[src/rtl/exc_commit.sv]
// Commit-stage exception/interrupt/ERET arbiter with CP0 update pulses and fetch redirect handshake.
// Optional EXC_INT_VECTOR_EN: interrupts vector to offset 0x200 when cause_iv=1 and sr_bev=0.
module exc_commit (
  input  logic        clk,
  input  logic        rst,
  input  logic        m_valid,
  input  logic [31:0] m_pc,
  input  logic        m_bd,
  input  logic [9:0]  m_exc,
  input  logic        m_store,
  input  logic [31:0] m_daddr,
  input  logic        m_eret,
  input  logic        allow_int,
  input  logic        sr_exl,
  input  logic        sr_bev,
  input  logic        cause_iv,
  input  logic [7:0]  interrupt_flag,
  input  logic [31:0] ebase,
  input  logic [31:0] epc,
  output logic        en_exp_o,
  output logic        exp_bd_o,
  output logic        exp_badvaddr_we_o,
  output logic        clear_exl_o,
  output logic [31:0] exp_epc_o,
  output logic [31:0] exp_badvaddr_o,
  output logic [4:0]  exc_code_o,
  output logic        flush_o,
  output logic        redirect_valid,
  output logic [31:0] redirect_pc,
  input  logic        redirect_ready
);

  localparam logic [0:0] IDLE  = 1'b0;
  localparam logic [0:0] REDIR = 1'b1;

  logic [0:0]  state;
  logic        is_int;
  logic        exc_any;
  logic        take_exc;
  logic        take_eret;
  logic [4:0]  code_n;
  logic        bva_we_n;
  logic [31:0] bva_n;
  logic        tlb_refill;
  logic [31:0] vec_base;
  logic [31:0] vec_off;
  logic        int_vectored;

  assign is_int    = allow_int & (|interrupt_flag);
  assign exc_any   = is_int | (|m_exc);
  assign take_exc  = (state == IDLE) & m_valid & exc_any;
  assign take_eret = (state == IDLE) & m_valid & m_eret & ~exc_any;

`ifdef EXC_INT_VECTOR_EN
  assign int_vectored = cause_iv & ~sr_bev;
`else
  logic cause_iv_unused;
  assign cause_iv_unused = cause_iv;
  assign int_vectored    = 1'b0;
`endif

  // Highest-priority source decides code and bad address; interrupt beats every m_exc bit.
  always_comb begin
    code_n     = 5'd0;
    bva_we_n   = 1'b0;
    bva_n      = 32'h0;
    tlb_refill = 1'b0;
    if (is_int) begin
      code_n = 5'd0;
    end else if (m_exc[0]) begin
      code_n = 5'd4;  bva_we_n = 1'b1; bva_n = m_pc;
    end else if (m_exc[1]) begin
      code_n = 5'd2;  bva_we_n = 1'b1; bva_n = m_pc; tlb_refill = 1'b1;
    end else if (m_exc[2]) begin
      code_n = 5'd2;  bva_we_n = 1'b1; bva_n = m_pc;
    end else if (m_exc[3]) begin
      code_n = 5'd10;
    end else if (m_exc[4]) begin
      code_n = 5'd12;
    end else if (m_exc[5]) begin
      code_n = 5'd8;
    end else if (m_exc[6]) begin
      code_n = 5'd9;
    end else if (m_exc[7]) begin
      code_n = m_store ? 5'd5 : 5'd4; bva_we_n = 1'b1; bva_n = m_daddr;
    end else if (m_exc[8]) begin
      code_n = m_store ? 5'd3 : 5'd2; bva_we_n = 1'b1; bva_n = m_daddr; tlb_refill = 1'b1;
    end else if (m_exc[9]) begin
      code_n = 5'd1;  bva_we_n = 1'b1; bva_n = m_daddr;
    end
  end

  assign vec_base = sr_bev ? 32'hBFC0_0200 : ebase;

  always_comb begin
    vec_off = 32'h180;
    if (tlb_refill && !sr_exl)
      vec_off = 32'h0;
    else if (is_int && int_vectored)
      vec_off = 32'h200;
  end

  always_ff @(posedge clk) begin
    if (rst) begin
      state             <= IDLE;
      en_exp_o          <= 1'b0;
      clear_exl_o       <= 1'b0;
      exp_badvaddr_we_o <= 1'b0;
      exp_bd_o          <= 1'b0;
      exp_epc_o         <= 32'h0;
      exp_badvaddr_o    <= 32'h0;
      exc_code_o        <= 5'd0;
      redirect_pc       <= 32'h0;
    end else begin
      en_exp_o          <= take_exc;
      clear_exl_o       <= take_eret;
      exp_badvaddr_we_o <= take_exc & bva_we_n;
      if (take_exc) begin
        exp_bd_o       <= m_bd;
        exp_epc_o      <= m_bd ? (m_pc - 32'd4) : m_pc;
        exp_badvaddr_o <= bva_n;
        exc_code_o     <= code_n;
        redirect_pc    <= vec_base + vec_off;
        state          <= REDIR;
      end else if (take_eret) begin
        redirect_pc    <= epc;
        state          <= REDIR;
      end else if (state == REDIR && redirect_ready) begin
        state          <= IDLE;
      end
    end
  end

  assign redirect_valid = (state == REDIR);
  assign flush_o        = (state == REDIR);

endmodule

[config.mk]
export PLATFORM = sky130hd
export DESIGN_NAME = exc_commit
export DESIGN_NICKNAME = d
export VERILOG_FILES = /design/src/rtl/exc_commit.sv
export SDC_FILE = /design/constraint.sdc
export NUM_CORES = 1
export LEC_CHECK = 0
export CAP_MARGIN = 20
export CORE_ASPECT_RATIO = 1.2
export CORE_MARGIN = 4
export CORE_UTILIZATION = 44
export CTS_CLUSTER_SIZE = 10
export DETAILED_ROUTE_END_ITERATION = 7
export PLACE_DENSITY = 0.89
export SYNTH_ARGS = -nofsm -noshare
export SYNTH_HDL_FRONTEND = slang
export SYNTH_SLANG_ARGS = --single-unit
[constraint.sdc]
create_clock -name clk -period 8.95 [get_ports clk]
set_input_delay 2.2375 -clock clk [delete_from_list [all_inputs] [get_ports clk]]
set_output_delay 2.2375 -clock clk [all_outputs]
set_load 0.01 [all_outputs]
Word level (Yosys, flattened, before mapping)

Index checks and enable logic that the tools add are counted.
W data, S select, Z words.

Word-level logic and storage cells: 80
Output and inout bits: 107
Memory bits (read-only): 0
Bits in writable memories: 0
Register bits after elaboration: 106
Memories kept: 0
Latch bits: 0

$lt $le $gt $ge: 0
Reductions and logical operators: 7
Shift-type cells: 0
Multipliers: 0
Equal/unequal tests: 0
Div/mod/pow operators: 0
Bitwise gates (word level): 9
Multiplexer cells: 53
Add/sub/neg operators: 2

Operators with widths:

| operator                | count |
|---|---|
| $mux W32                | 15 |
| $add A32 B32 Y32        | 1 |
| $sub A32 B3 Y32 const B | 1 |
| $mux W4                 | 7 |
| $mux W1                 | 27 |
| $reduce_or A10 Y1       | 1 |
| $mux W9                 | 1 |
| $reduce_or A8 Y1        | 1 |
| $and A1 B1 Y1           | 6 |
| $mux W5                 | 1 |
| $mux W3                 | 1 |
| $reduce_bool A3 Y1      | 1 |
| $logic_and A1 B1 Y1     | 2 |
| $mux W2                 | 1 |
| $not A1 Y1              | 2 |
| $reduce_bool A2 Y1      | 1 |
| $logic_not A1 Y1        | 1 |
| $or A1 B1 Y1            | 1 |

Longest topological paths before layout

Depth after elaboration: 14
Depth in mapped cells: 11

Worst setup path after synthesis

OpenSTA, ideal clock, no wires.

Path kind: input to register
Start: input port interrupt_flag[5]
End: register redirect_pc[28]
Path buffers: 0
Setup slack: 3.690 ns
Cell stages on the path: 9
Arrival: 5.139 ns
Library setup time: 0.122 ns
Data required time: 8.828 ns
Cell sequence: or4_1 o21a_1 or4_1 ha_1 a21oi_1 nor4_1 nand3_1 xor2_1 a221o_1

Longest elaborated chain between the ends: 7

RTL lines:

| what                 | RTL line | text |
|---|---|---|
| start, declared      | 17       | `input logic [7:0] interrupt_flag,` |
| $reduce_or A8 Y1 (*) | 49       | `assign is_int = allow_int & (\|interrupt_flag);` |
| $and A1 B1 Y1 (*)    | 49       |  |
| $mux W1              | 68       | `if (is_int) begin` |
| $logic_and A1 B1 Y1  | 97       | `if (tlb_refill && !sr_exl)` |
| $mux W9              | 97       |  |
| $add A32 B32 Y32     | 123      | `redirect_pc <= vec_base + vec_off;` |
| $mux W32             | 118      | `if (take_exc) begin` |
| end signal, assigned | 123      |  |
| end signal, assigned | 126      | `redirect_pc <= epc;` |
| end, declared        | 29       | `output logic [31:0] redirect_pc,` |

Mark *: on every way between the ends. The rest lies on a longest branch, timed or not.
A chain may end at the register's enable or synchronous reset.

Worst setup path in the final report

Start: input port m_exc[6]
End: register redirect_pc[22]

Longest elaborated chain between the ends: 12

RTL lines:

| what                | RTL line | text |
|---|---|---|
| start, declared     | 9        | `input logic [9:0] m_exc,` |
| $mux W1             | 82       | `end else if (m_exc[6]) begin` |
| $mux W1             | 80       | `end else if (m_exc[5]) begin` |
| $mux W1             | 78       | `end else if (m_exc[4]) begin` |
| $mux W1             | 76       | `end else if (m_exc[3]) begin` |
| $mux W1             | 74       | `end else if (m_exc[2]) begin` |
| $mux W1             | 72       | `end else if (m_exc[1]) begin` |
| $mux W1             | 70       | `end else if (m_exc[0]) begin` |
| $mux W1             | 68       |  |
| $logic_and A1 B1 Y1 | 97       |  |
| $mux W9             | 97       |  |
| $add A32 B32 Y32    | 123      |  |
| $mux W32            | 118      |  |

Several ways; a longest one is shown, not always the timed one.

==> impl_metrics.ini <==
[outcome]
outcome = finished clean

[sta]
fin_crit_sh = 0.675
finClkSkew_ns = 0.00444
relSlewSlack = 0.286
fmax_mhz = 166
finalMaxSlewViolations = 0
finalSetupTns_ns = 0
worst_slack_ns = 2.91
rsz0062_at_grt = false
hold_viol = 0
tightest_slew_ns = 1.06
worst_hold_slack_ns = 0.453
finalSetupViolCount = 0
period_minus_slack_ns = 6.04

[clocking]
htreeDepth = 3
cts_buffers = 9
clk_pin_slew_worst_paths_ns = 0.07
postCtsHoldBufs = 0
clockBufferDepth = 2
cts_tree = yes
cts.sinks = 105
cts_setup_buffers = 0
clock_latency_ns = 0.33
post_cts_resized = 0
cts_root_buffer = clkbuf_16

[final_layout]
multi_input_area_mm2 = 0.00309
nNetsFinal = 1009
final_util = 0.696
areaGrowthSynthToFinish_pct = 55.4
register_area_mm2 = 0.00210
diodes = 0
final_common_cell = clkdlybuf4s50_1
nFillCells = 945
drive_above_1_share = 0.0539
mostFrequentLayoutCells = clkdlybuf4s50_1, dfxtp_1, nor2_1, o2bb2ai_1, a22oi_1

[floorplanning]
core_mm2 = 0.0121
fp-row-count = 44
start_util = 0.448
fp.dieH_um = 129
io_pins = 264
die_x_um = 109
die_area_mm2 = 0.0141

[worst_setup_path]
cp.arrival_ns = 6.26
r2r_setup_slack_ns = 6.63
r2r_end = exc_code_o[3]$_SDFFE_PP0P_
end_kind = flip-flop
r2r-start = flush_o$_SDFFE_PP0P_
path_class = in2reg
slowest_stage = nor4_1
cp_slowest_stage_delay_ns = 0.95
worst-path-max-fanout = 7
worstPathRequired_ns = 9.17
cp-start-kind = primary input
reg2regPathDepth = 6
crit_chain = clkdlybuf4s50_1 > nor2_1 > nor4bb_1 > a21oi_1 > or4_1 > ha_1 > a21oi_1 > nor4_1 > nand2_1 > xnor2_1 > a2111oi_0
path_common_cell = a21oi_1

[logic_synthesis]
synthArstFlopShare = 0
yosysSeqAreaShare = 0.389
synth-adder-area-share = 0.0107
synth_xor_area_frac = 0.0681
synth_ff_type = dfxtp_1
synth_edf_count = 0
avgSynthCellArea_um2 = 8.75
syn-num-nets = 778
yosysWarningCount = 0
synth_compound_area_frac = 0.254
synth_top_family_by_area = compound AO/OA/AOI/OAI gates
synthCells = 617
synth.ff_latch_count = 105
yosys.area_share.simple = 0.228
synth_mux_area_frac = 0.00556
yosysUniqueCellTypes = 62
syn_area_mm2 = 0.00540

[grt]
grt_max_degree = 73
grt_pass1_vias = 5618
grt_pass1_wl_um = 28700
antenna_found_initial = 0
overflow = 0
track_usage = 0.256

[detailed_routing]
drt-total-wl_um = 19000
wire_per_inst_um = 18.8
first_pass_iters = 5
ant_nets = 0
vias_per_cell = 5.83
drc_errors = 0
drtIter0Drc = 309
vias = 5915

[placement]
numPortBuffers = 261
gp_congestion = 0.945
hpwl_um = 14200
post-place-ws_ns = 2.63

[power]
vdd_drop_max_mv = 0.0788
powerDensity_mw_per_mm2 = 142
leakagePower_nw = 2.85

[hold_path]
hold_end = exp_epc_o[3]$_SDFFE_PP0P_
holdCritPathClass = reg2reg
hold_start = exp_epc_o[3]$_SDFFE_PP0P_
hold_depth = 2

[run]
cap_violations = 0
-- logic make-up after synthesis --
family | after synthesis
DFF | 105
xor gates and xnor gates | 42
muxes | 3
other | 1
buffers and inverters | 56
and+or+nand+nor | 228
adders and majority gates | 4
AOI/OAI and AO/OA | 178
-- power by group --
group	total (mW)	internal (mW)	switching [mW]	leakage [nW]
clock	0.396	0.218	0.178	0.135
sequential	0.515	0.498	0.0164	0.864
combinational	0.281	0.155	0.127	1.85
total	1.19	0.871	0.321	2.85
-- state kept, by name, indices dropped and copies added (netlist names) --
register,cells
flush_o,1
exp_bd_o,1
clear_exl_o,1
en_exp_o,1
redirect_pc,32
exc_code_o,4
exp_epc_o,32
exp_badvaddr_we_o,1
exp_badvaddr_o,32
-- cell usage after synthesis (2+ instances only) --
cell type,instances,area [um2]
dfxtp_1,105,2100
nor2_1,75,282
clkbuf_1,41,154
o2bb2ai_1,34,298
a22oi_1,32,240
nand2_1,31,116
a211oi_1,27,203
xor2_1,22,193
a21oi_1,21,105
a311oi_1,21,184
nand3_1,21,105
xnor2_1,20,175
nor3_1,15,75.1
nor4_1,14,87.6
o21ai_0,10,50.1
or4_1,10,75.1
nand4_1,9,56.3
a221o_1,7,70.1
nor2b_1,7,43.8
nor3b_1,7,52.6
inv_1,6,22.5
or3_1,6,37.5
buf_2,5,25.0
a211oi_2,4,50.1
and3_1,4,25.0
nand2b_1,4,25.0
nor4_2,4,50.1
and4_1,3,26.3
ha_1,3,37.5
mux2i_1,3,30.0
nand3b_1,3,22.5
nor3_2,3,30.0
o21bai_1,3,22.5
a2111oi_0,2,17.5
buf_4,2,15.0
nand4b_1,2,17.5
o211ai_1,2,15.0
o21ai_1,2,10.0
o311ai_0,2,17.5
o31ai_1,2,15.0
or4_4,2,22.5
-- critical path, delay by kind of cell --
| kind | cells | cell delay [ns] |
|---|---|---|
| AND/OR/NAND/NOR | 5 | 2.40 |
| adder cells (fa/ha/maj) | 1 | 0.34 |
| XOR/XNOR | 1 | 0.17 |
| AO/OA/AOI/OAI | 3 | 0.65 |
| buffers and inverters | 1 | 0.46 |
-- per-layer routing --
layer,vias up,global-route usage,routed length [um],part of all wire
li1,2817,-,-,-
met1,2752,0.291,7070,0.37
met2,294,0.441,9500,0.50
met3,52,0.0698,1860,0.098
met4,0,0.121,608,0.032
met5,-,0,0,0
-- per-stage QoR --
step / std cells / power (mW) / area, um2
final: 1014 / 1.19 / 8390
after global routing: 1014 / 1.24 / 8390
after CTS: 1013 / 1.20 / 8380
after detailed placement: 997 / 0.804 / 8080
after global placement: 997 / 0.799 / 8080
after floorplan: 617 / 0.635 / 5400
-- final cells by class --
class	count	area share
multi-input cells	456	0.369
clock inverters	6	0.00791
repair buffers	269	0.318
flip-flops and latches	105	0.251
inverters	7	0.00313
clock buffers	10	0.0273
well taps	161	0.0240
-- worst max-delay path by stage --
stage                 startpoint                            to  slack (ns)  cells past startpoint
3_5_place_dp            m_exc[6]  redirect_pc[22]$_SDFFE_PP0P_        2.63                     11
5_1_grt                 m_exc[6]  redirect_pc[22]$_SDFFE_PP0P_        2.55                     11
2_1_floorplan  interrupt_flag[5]  redirect_pc[28]$_SDFFE_PP0P_        3.69                      9
4_1_cts                 m_exc[6]  redirect_pc[22]$_SDFFE_PP0P_        2.95                     11
3_3_place_gp            m_exc[6]  redirect_pc[22]$_SDFFE_PP0P_        2.65                     11
6_report                m_exc[6]  redirect_pc[22]$_SDFFE_PP0P_        2.91                     11
No activity file was read; power rests on OpenSTA's default activity.
